==> src/rtl/wdom_rptr_monitor.sv <==
// wdom_rptr_monitor
// Write-domain receiver for the async FIFO read-side Gray pointer.
// Synchronizes rptr into wclk, decodes it to binary and derives a registered
// fill level with almost-full, full, sticky overflow and (optionally) a
// high-water mark.
//
// Parameters:
//   ASIZE        FIFO address width; depth = 2**ASIZE, pointers ASIZE+1 bits
//   SYNC_STAGES  rptr synchronizer depth, 2..4
//   AFULL_TH     almost-full threshold in entries, 1..DEPTH
//
// Ports:
//   wclk          write clock
//   wrstn         asynchronous active-low reset
//   rptr          read pointer (Gray, read clock domain)
//   wbin          write pointer (binary, wclk domain)
//   wen           write attempt this cycle
//   ovf_clr       clears woverflow (a simultaneous set wins)
//   hwm_clr       restarts high-water-mark tracking from the current level
//   w_rptr        synchronized Gray read pointer
//   wcount        registered fill level, clamped to DEPTH
//   walmost_full  registered, wcount >= AFULL_TH
//   wfull_reg     registered, wcount == DEPTH
//   woverflow     sticky: rejected write or corrupt (> DEPTH) level seen
//   whwm          maximum wcount since reset / last hwm_clr
//
// Configuration macro WDOM_RPTR_HWM_EN: when defined the high-water-mark
// register is built; otherwise whwm is tied to 0 and hwm_clr is ignored.

module wdom_rptr_monitor #(
    parameter int ASIZE       = 4,
    parameter int SYNC_STAGES = 2,
    parameter int AFULL_TH    = 12
) (
    input  logic             wclk,
    input  logic             wrstn,
    input  logic [ASIZE:0]   rptr,
    input  logic [ASIZE:0]   wbin,
    input  logic             wen,
    input  logic             ovf_clr,
    input  logic             hwm_clr,
    output logic [ASIZE:0]   w_rptr,
    output logic [ASIZE:0]   wcount,
    output logic             walmost_full,
    output logic             wfull_reg,
    output logic             woverflow,
    output logic [ASIZE:0]   whwm
);

    localparam int             DEPTH   = 1 << ASIZE;
    localparam logic [ASIZE:0] DEPTH_V = DEPTH[ASIZE:0];
    localparam logic [ASIZE:0] AFULL_V = AFULL_TH[ASIZE:0];

    // ------------------------------------------------------------------
    // rptr synchronizer: plain flop chain, no logic between stages
    // ------------------------------------------------------------------
    logic [ASIZE:0] sync_q [SYNC_STAGES];

    always_ff @(posedge wclk or negedge wrstn) begin
        if (!wrstn) begin
            for (int unsigned i = 0; i < SYNC_STAGES; i++) begin
                sync_q[i] <= '0;
            end
        end else begin
            sync_q[0] <= rptr;
            for (int unsigned i = 1; i < SYNC_STAGES; i++) begin
                sync_q[i] <= sync_q[i-1];
            end
        end
    end

    assign w_rptr = sync_q[SYNC_STAGES-1];

    // ------------------------------------------------------------------
    // Gray decode and level
    // ------------------------------------------------------------------
    logic [ASIZE:0] rbin;
    logic [ASIZE:0] lvl;
    logic [ASIZE:0] lvl_c;
    logic           lvl_over;
    logic           full_c;

    // rbin[k] is the XOR of all Gray bits at or above k, which is the
    // MSB-down cascade rbin[k] = rbin[k+1] ^ g[k] written without a chain.
    always_comb begin
        rbin = '0;
        for (int unsigned k = 0; k <= ASIZE; k++) begin
            rbin[k] = ^(w_rptr >> k);
        end
    end

    // Modular subtraction at ASIZE+1 bits makes pointer wrap transparent.
    assign lvl      = wbin - rbin;
    assign lvl_over = (lvl > DEPTH_V);
    assign lvl_c    = lvl_over ? DEPTH_V : lvl;
    assign full_c   = (lvl == DEPTH_V);

    // ------------------------------------------------------------------
    // Registered level, flags and sticky overflow
    // ------------------------------------------------------------------
    always_ff @(posedge wclk or negedge wrstn) begin
        if (!wrstn) begin
            wcount       <= '0;
            walmost_full <= 1'b0;
            wfull_reg    <= 1'b0;
            woverflow    <= 1'b0;
        end else begin
            wcount       <= lvl_c;
            walmost_full <= (lvl_c >= AFULL_V);
            wfull_reg    <= (lvl_c == DEPTH_V);
            // set has priority over clear
            if ((wen && full_c) || lvl_over) begin
                woverflow <= 1'b1;
            end else if (ovf_clr) begin
                woverflow <= 1'b0;
            end
        end
    end

    // ------------------------------------------------------------------
    // High-water mark
    // ------------------------------------------------------------------
`ifdef WDOM_RPTR_HWM_EN
    always_ff @(posedge wclk or negedge wrstn) begin
        if (!wrstn) begin
            whwm <= '0;
        end else if (hwm_clr) begin
            // restart from the current level rather than 0
            whwm <= lvl_c;
        end else if (lvl_c > whwm) begin
            whwm <= lvl_c;
        end
    end
`else
    logic unused_hwm_clr;
    assign unused_hwm_clr = hwm_clr;
    assign whwm           = '0;
`endif

endmodule

==> config.mk <==
export PLATFORM = sky130hd
export DESIGN_NAME = wdom_rptr_monitor
export DESIGN_NICKNAME = d
export VERILOG_FILES = /design/src/rtl/wdom_rptr_monitor.sv
export SDC_FILE = /design/constraint.sdc
export NUM_CORES = 1
export LEC_CHECK = 0
export CAP_MARGIN = 20
export CELL_PAD_IN_SITES_DETAIL_PLACEMENT = 0
export CELL_PAD_IN_SITES_GLOBAL_PLACEMENT = 1
export CORE_AREA = 2 2 64 48
export DETAILED_ROUTE_END_ITERATION = 6
export DIE_AREA = 0 0 66 50
export HOLD_SLACK_MARGIN = 0.06
export PLACE_DENSITY = 0.79
export SLEW_MARGIN = 15
export SYNTH_ARGS = -nofsm -noshare
export SYNTH_HDL_FRONTEND = slang
export SYNTH_SLANG_ARGS = --single-unit
==> constraint.sdc <==
create_clock -name wclk -period 2.8 [get_ports wclk]
set_input_delay 0.56 -clock wclk [delete_from_list [all_inputs] [get_ports wclk]]
set_output_delay 0.56 -clock wclk [all_outputs]
set_load 0.005 [all_outputs]
==> summary.md, run 1 <==
| Metric | Value |
|---|---|
| WP data arrival | `2.80 ns` |
| Vias in the first global route | `494` |
| Die W | `66 um` |
| MaxCap Viol Count | `0` |
| CTS sink cnt | `18` |
| Remaining antenna violation count after routing | `0` |
| Initial Util | `29.66%` |
| Fin Setup TNS | `0 ns` |
| Total grt overflow | `0` |
| Setup slack, reg-to-reg | `0.18 ns` |
| Io pins | `33` |
| Die height | `50 um` |
| Post-Place Cell Area | `1056 sq um` |
| Final Max Tran Viols | `0` |
| CP Cell Sequence | `xnor2_2 -> xor2_2 -> xor2_2 -> xnor2_1 -> ha_1 -> fa_1 -> nand2b_1 -> a21oi_2 -> xnor2_2 -> a2bb2oi_1` |
| Total wire length | `1283 um` |
| Status | `finished, final reports clean` |
| Area grow syn2layout | `41.04%` |
| I/O Buffers | `26` |
| Count of final setup violators | `0` |
| Antenna violations before repair | `0` |
| Clk_skew | `0.0006249 ns` |
| PD cells | `705.4 nW/um^2` |
| Cell area after synthesis | `795.8 sq um` |
| 1st-iter DRT viols | `1` |
| Seq/Total Area, Yosys | `56.60%` |
| Global Route Usage Sum | `8.622%` |
| Count of final hold-check violations | `0` |
| Top_reg_cell synth | `dfrtp_1` |
| Syn. warnings | `0` |
| Post-synth EDFFs | `0` |
| CTS H-tree depth | `1` |
| Placer Congestion | `0.7104` |
| Worst-Margin Slew | `0.7584 ns` |
| Worst-path clk slew | `0.06 ns` |
| Rows | `16` |
| Crit-path max FO | `7` |
| Crit path kind | `reg2reg` |
| Slew HR | `49.28%` |
| Worst setup EP type | `register` |
| Avg Cell Area, Syn | `13.05 sq um` |
| Ant diodes | `0` |
| Worst hold margin | `0.3470 ns` |
| Skew-Pair Late Insertion Delay | `0.24 ns` |
| Filler cells | `264` |
| Required time of the worst setup path | `2.97 ns` |
| Tmin final | `2.624 ns` |
| Leakage | `0.0004992 uW` |
| Inserted Clock Buffers | `3` |
| Via count | `477` |
| Flops & latches, synth | `18` |
| Slowest CP cell | `dfrtp_1` |
| Routed WL per cell | `10.43 um` |
| Post-CTS setup buffers | `0` |
| First-pass GRT wire length | `2145 um` |
| IR drop worst, VDD | `395.1 uV` |
| Delay-heaviest family, CP | `XOR/XNOR gates` |
| Post_cts resized | `0` |
| Dpl hpwl | `1039 um` |
| Share of cells above drive strength 1 | `12.64%` |
| RSZ-0062 raised after global routing | `false` |
| Synth cell types | `18` |
| Cts hold-fix bufs | `0` |
| Bufs on Longest Clock Path | `2` |
| Pre-antenna DRT Iters | `4` |
| Max stage delay on crit path | `0.40 ns` |
| Largest net degree at the start of global routing | `19` |
| Final nets | `108` |
| Final Cell Area | `1122 sq um` |
| Core ar. | `2683 sq um` |
| Async SR Flop Fraction | `100.0%` |
| CP Buf/Inv Count | `0` |
| Tcrit/Tclk final | `93.71%` |
| Die ar. | `3300 sq um` |
| CP Launch Type | `register` |
| CTS tree | `done` |
| DRC | `0` |
| Via density | `3.878` |
| Post-Syn Instances | `61` |
| Fmax | `381.1 MHz` |
| Root Driver | `clkbuf_8` |
| Hold WC Path Type | `reg2reg` |
==> layer usage <==
metal	part of all wire, %	vias to the layer above	track usage [%]
met5	0	-	0
met2	48	18	13.30
met1	44	230	10.81
met3	8.3	0	3.653
li1	-	229	-
met4	0	0	3.061
==> layout make-up <==
| type | instances | area, sq um | area share (%) |
|---|---|---|---|
| sequential | 18 | 450.4 | 40.13 |
| multi-input combinational | 34 | 285.3 | 25.42 |
| timing repair buffer | 28 | 275.3 | 24.53 |
| clock buffer | 4 | 55.05 | 4.905 |
| tap | 36 | 45.04 | 4.013 |
| inverter | 3 | 11.26 | 1.003 |
==> final timing paths <==
path	start	to	depth (start not counted)
min in group asynchronous	wrstn	sync_q[9]	1
worst max register to register	w_rptr[4]	woverflow	10
worst max-delay path	w_rptr[4]	woverflow	10
worst min-delay path	sync_q[6]	w_rptr[1]	0
max in group asynchronous	wrstn	wcount[4]	1
worst min register to register	sync_q[6]	w_rptr[1]	0
==> per-stage QoR <==
step / std cells / total power [uW] / util (%) / setup WS [ns]
after CTS: 123 / 798.0 / 41.42 / 0.005445
after global placement: 119 / 585.3 / 39.37 / 0.06173
after global routing: 123 / 844.2 / 41.84 / 0.01634
after detailed placement: 119 / 588.9 / 39.37 / 0.005666
after floorplan: 65 / 450.5 / - / 0.2312
final: 123 / 791.7 / 41.84 / 0.1760
==> Yosys cell counts (all sizes together), types with 2 or more instances <==
library cell	count	share of area, %
ha	4	6.3
dfrtp	18	57
xor2	5	7.4
nor2b	2	1.6
inv	3	1.4
nor2	7	3.3
buf	10	9.4
xnor2	4	5.3
==> cells by family (layout without fill, tap and decap cells) <==
kind of cell	after synthesis	in the layout	share of synthesized area, %
flops	18	18	56.60
xor+xnor	9	9	12.74
fa+ha+maj	5	5	8.805
buf+inv	13	35	10.85
compound gates	4	4	3.774
other cells	1	5	0.4712
simple gates	11	11	6.762
==> worst reg2reg max path: cells and delay by family (launching register included) <==
family,cells,cell delay (ns)
xor gates and xnor gates,5,0.96
adders and majority gates,2,0.61
DFF,1,0.40
AOI/OAI and AO/OA,2,0.39
and+or+nand+nor,1,0.18
==> report_power, final <==
part           internal, uW  switching (uW)  total (uW)
combinational           156             106         262
clock                   125            77.9         202
sequential              310            17.6         327
==> cells in the final DEF (no fill, tap or decap) <==
cell type	netlist	routed
xnor2_1	3	2
nor2b_1	2	2
nand2b_1	1	1
clkdlybuf4s50_1	0	26
clkbuf_8	0	4
xnor2_2	1	2
ha_1	4	4
buf_4	10	2
dfrtp_1	18	18
nor2_1	7	7
o21bai_1	1	1
a2bb2oi_1	1	1
a21oi_2	0	1
nand4b_1	1	1
xor2_1	3	3
conb_1	1	5
a221oi_1	1	1
inv_1	3	3
fa_1	1	1
xor2_2	2	2
No activity file was read; power rests on OpenSTA's default activity.
==> run 2: changes to the inputs <==
--- a/config.mk
+++ b/config.mk
@@ -8,11 +8,13 @@
 export CAP_MARGIN = 20
 export CELL_PAD_IN_SITES_DETAIL_PLACEMENT = 0
 export CELL_PAD_IN_SITES_GLOBAL_PLACEMENT = 1
-export CORE_AREA = 2 2 64 48
+export CORE_AREA = 2 2 62 47
+export CTS_BUF_LIST = sky130_fd_sc_hd__clkbuf_8
 export DETAILED_ROUTE_END_ITERATION = 6
-export DIE_AREA = 0 0 66 50
+export DIE_AREA = 0 0 64 49
+export GPL_TIMING_DRIVEN = 0
 export HOLD_SLACK_MARGIN = 0.06
-export PLACE_DENSITY = 0.79
+export PLACE_DENSITY = 0.83
 export SLEW_MARGIN = 15
 export SYNTH_ARGS = -nofsm -noshare
 export SYNTH_HDL_FRONTEND = slang
==> summary.md, run 2 (synthesis gave the netlist of run 1 again) <==
| Metric | Value |
|---|---|
| Status | `finished, final reports clean` |
| Pre-CTS WS | `-0.07188 ns (-0.07755 ns)` |
| Final worst setup slack | `0.1228 ns (-0.05320 ns)` |
| Fmax | `373.5 MHz (-2.0%)` |
| Skew-Pair Late Insertion Delay | `0.24 ns (about the same)` |
| Crit-path max FO | `7 (unchanged)` |
| Net Sw Frac | `26.72% (+1.3 points)` |
| I/O Buffers | `26 (unchanged)` |
| Hold WC Path Type | `reg2reg` |
| Via density | `3.853 (-0.65%)` |
| Count of final setup violators | `0 (unchanged)` |
| Fin Setup TNS | `0 ns (unchanged)` |
| Largest net degree at the start of global routing | `19 (unchanged)` |
| Worst-path clk slew | `0.06 ns (about the same)` |
| Count of final hold-check violations | `0 (unchanged)` |
| Final Max Tran Viols | `0 (unchanged)` |
| WP data arrival | `2.80 ns (about the same)` |
| First-pass GRT wire length | `2277 um (+6.2%)` |
| Sequential share of power | `40.0% (-1.3 points)` |
| Total grt overflow | `0 (unchanged)` |
| Cell-internal power | `597.8 uW (+1.3%)` |
| Routed WL per cell | `11.07 um (+6.2%)` |
| Antenna violations before repair | `0 (unchanged)` |
| Initial Util | `30.81% (+1.1 points)` |
| Most frequent cells in the layout | `26 x clkdlybuf4s50_1, 18 x dfrtp_1, 16 x buf_4` |
| CTS sink cnt | `18 (unchanged)` |
| Clock Power Share | `20.8% (-4.8 points)` |
| Required time of the worst setup path | `2.92 ns (-0.05 ns)` |
| Tcrit/Tclk final | `95.61% (+1.9 points)` |
| Core ar. | `2582 sq um (-3.7%)` |
| Share of cells above drive strength 1 | `26.00% (+13 points)` |
| Combinational Power Share | `39.3% (+6.2 points)` |
| Clk_skew | `0.001600 ns (+0.0009753 ns)` |
| Via count | `524 (+9.9%)` |
| Ant diodes | `0 (unchanged)` |
| Die W | `64 um (-3.0%)` |
| DRC | `0 (unchanged)` |
| PD cells | `654.7 nW/um^2 (-7.2%)` |
| Area grow syn2layout | `56.60%` |
| Leading cell type in the layout, fill and taps excluded | `clkdlybuf4s50_1` |
| Placer Congestion | `0.6587 (-7.3%)` |
| Die height | `49 um (-2.0%)` |
| CP Launch Type | `register` |
| Global Route Usage Sum | `9.703% (+1.1 points)` |
| Die ar. | `3136 sq um (-5.0%)` |
| Io pins | `33 (unchanged)` |
| Worst-case reg-to-reg path depth | `10 (unchanged)` |
| Inserted Clock Buffers | `3 (unchanged)` |
| Final nets | `122 (+13%)` |
| Switching power | `218.0 uW (+8.1%)` |
| Bufs on Longest Clock Path | `2 (unchanged)` |
| Total wire length | `1506 um (+17%)` |
| FF/Latch Area | `450.4 sq um (unchanged)` |
| IR drop worst, VDD | `367.3 uV (-7.1%)` |
| Pre-antenna DRT Iters | `4 (unchanged)` |
| CTS tree | `done` |
| Worst hold path depth | `0 (unchanged)` |
| Worst hold margin | `0.3473 ns (+0.0003500 ns)` |
| Rows | `16 (unchanged)` |
| 1st-iter DRT viols | `4 (+3)` |
| Leakage | `0.0005712 uW (+14%)` |
| CTS H-tree depth | `1 (unchanged)` |
| Tmin final | `2.677 ns (+0.05320 ns)` |
| Dpl hpwl | `1011 um (-2.6%)` |
| Global-route met3 utilization | `5.543% (+1.9 points)` |
| Worst-Margin Slew | `0.7806 ns (+0.02221 ns)` |
| Slew HR | `47.80% (-1.5 points)` |
| Filler cells | `225 (-15%)` |
| Vias in the first global route | `511 (+3.4%)` |
| GR Util met1 | `11.93% (+1.1 points)` |
| Remaining antenna violation count after routing | `0 (unchanged)` |
| Crit path kind | `reg2reg` |
| Global Route met2 Usage | `14.76% (+1.5 points)` |
| Multi-input logic area | `317.8 sq um (+11%)` |
| Root Driver | `clkbuf_8` |
| Busiest grt layer | `met2` |
| Util after Layout | `48.26% (+6.4 points)` |
| Worst setup EP type | `register` |
| MaxCap Viol Count | `0 (unchanged)` |
[run 2: cell count changes in the layout (fill, tap and decap cells not counted), sizes merged]
cell / change
buf: +14
clkbuf: -1
[run 2: what timing repair did]
action                                  4_1_cts  5_1_grt
endpoints found under the setup margin        6        6
pin swaps                                     0        5
resized for setup                             2        4
hold buffers                                  0        0
setup buffers                                 0        6
[run 2: power by group through the flow]
stage	sequential (uW)	clock, uW	combinational, uW
final	326	169	320
after global routing	331	189	347
after CTS	328	177	271
after detailed placement	332	0	261
after global placement	331	0	255
after floorplan	336	0	114
[run 2: path summary, 6_finish.rpt]
kind                           start           end  slack, ns
hold / removal             sync_q[9]     w_rptr[4]       0.35
setup reg to reg           w_rptr[3]  walmost_full       0.12
min in group asynchronous      wrstn     w_rptr[2]       0.77
max in group asynchronous      wrstn     w_rptr[3]       1.54
hold reg to reg            sync_q[9]     w_rptr[4]       0.35
setup / recovery           w_rptr[3]  walmost_full       0.12
[run 2: cell type report]
cell class,instances,share of cell area (%)
well taps,36,3.614
inverters,3,0.9036
multi-input cells,34,25.50
repair buffers,32,24.50
clock buffers,3,3.313
flip-flops and latches,18,36.14
plain buffers,10,6.024
[run 2: worst max-delay path: stages (launching register included)]
cell      delay [ns]
dfrtp_1         0.41
xnor2_2         0.25
xor2_2          0.23
xor2_2          0.22
xnor2_1         0.09
ha_1            0.21
fa_1            0.40
nand2b_4        0.17
a21oi_4         0.22
xnor2_4         0.14
o21bai_1        0.19
[run 2: per-stage QoR]
stage / total power (uW) / instances / instance area (sq um)
floorplan: 450.5 / 65 / 810.8
global placement: 586.5 / 127 / 1116
detailed placement: 593.2 / 127 / 1116
CTS: 775.4 / 130 / 1169
global route: 868.0 / 136 / 1246
finish: 815.9 / 136 / 1246
[run 2: layer usage]
| layer | vias up | wire [um] | part of all wire, % |
|---|---|---|---|
| li1 | 253 | - | - |
| met1 | 250 | 618 | 41 |
| met2 | 21 | 772 | 51 |
| met5 | - | 0 | 0 |
| met3 | 0 | 115 | 7.6 |
| met4 | 0 | 0 | 0 |
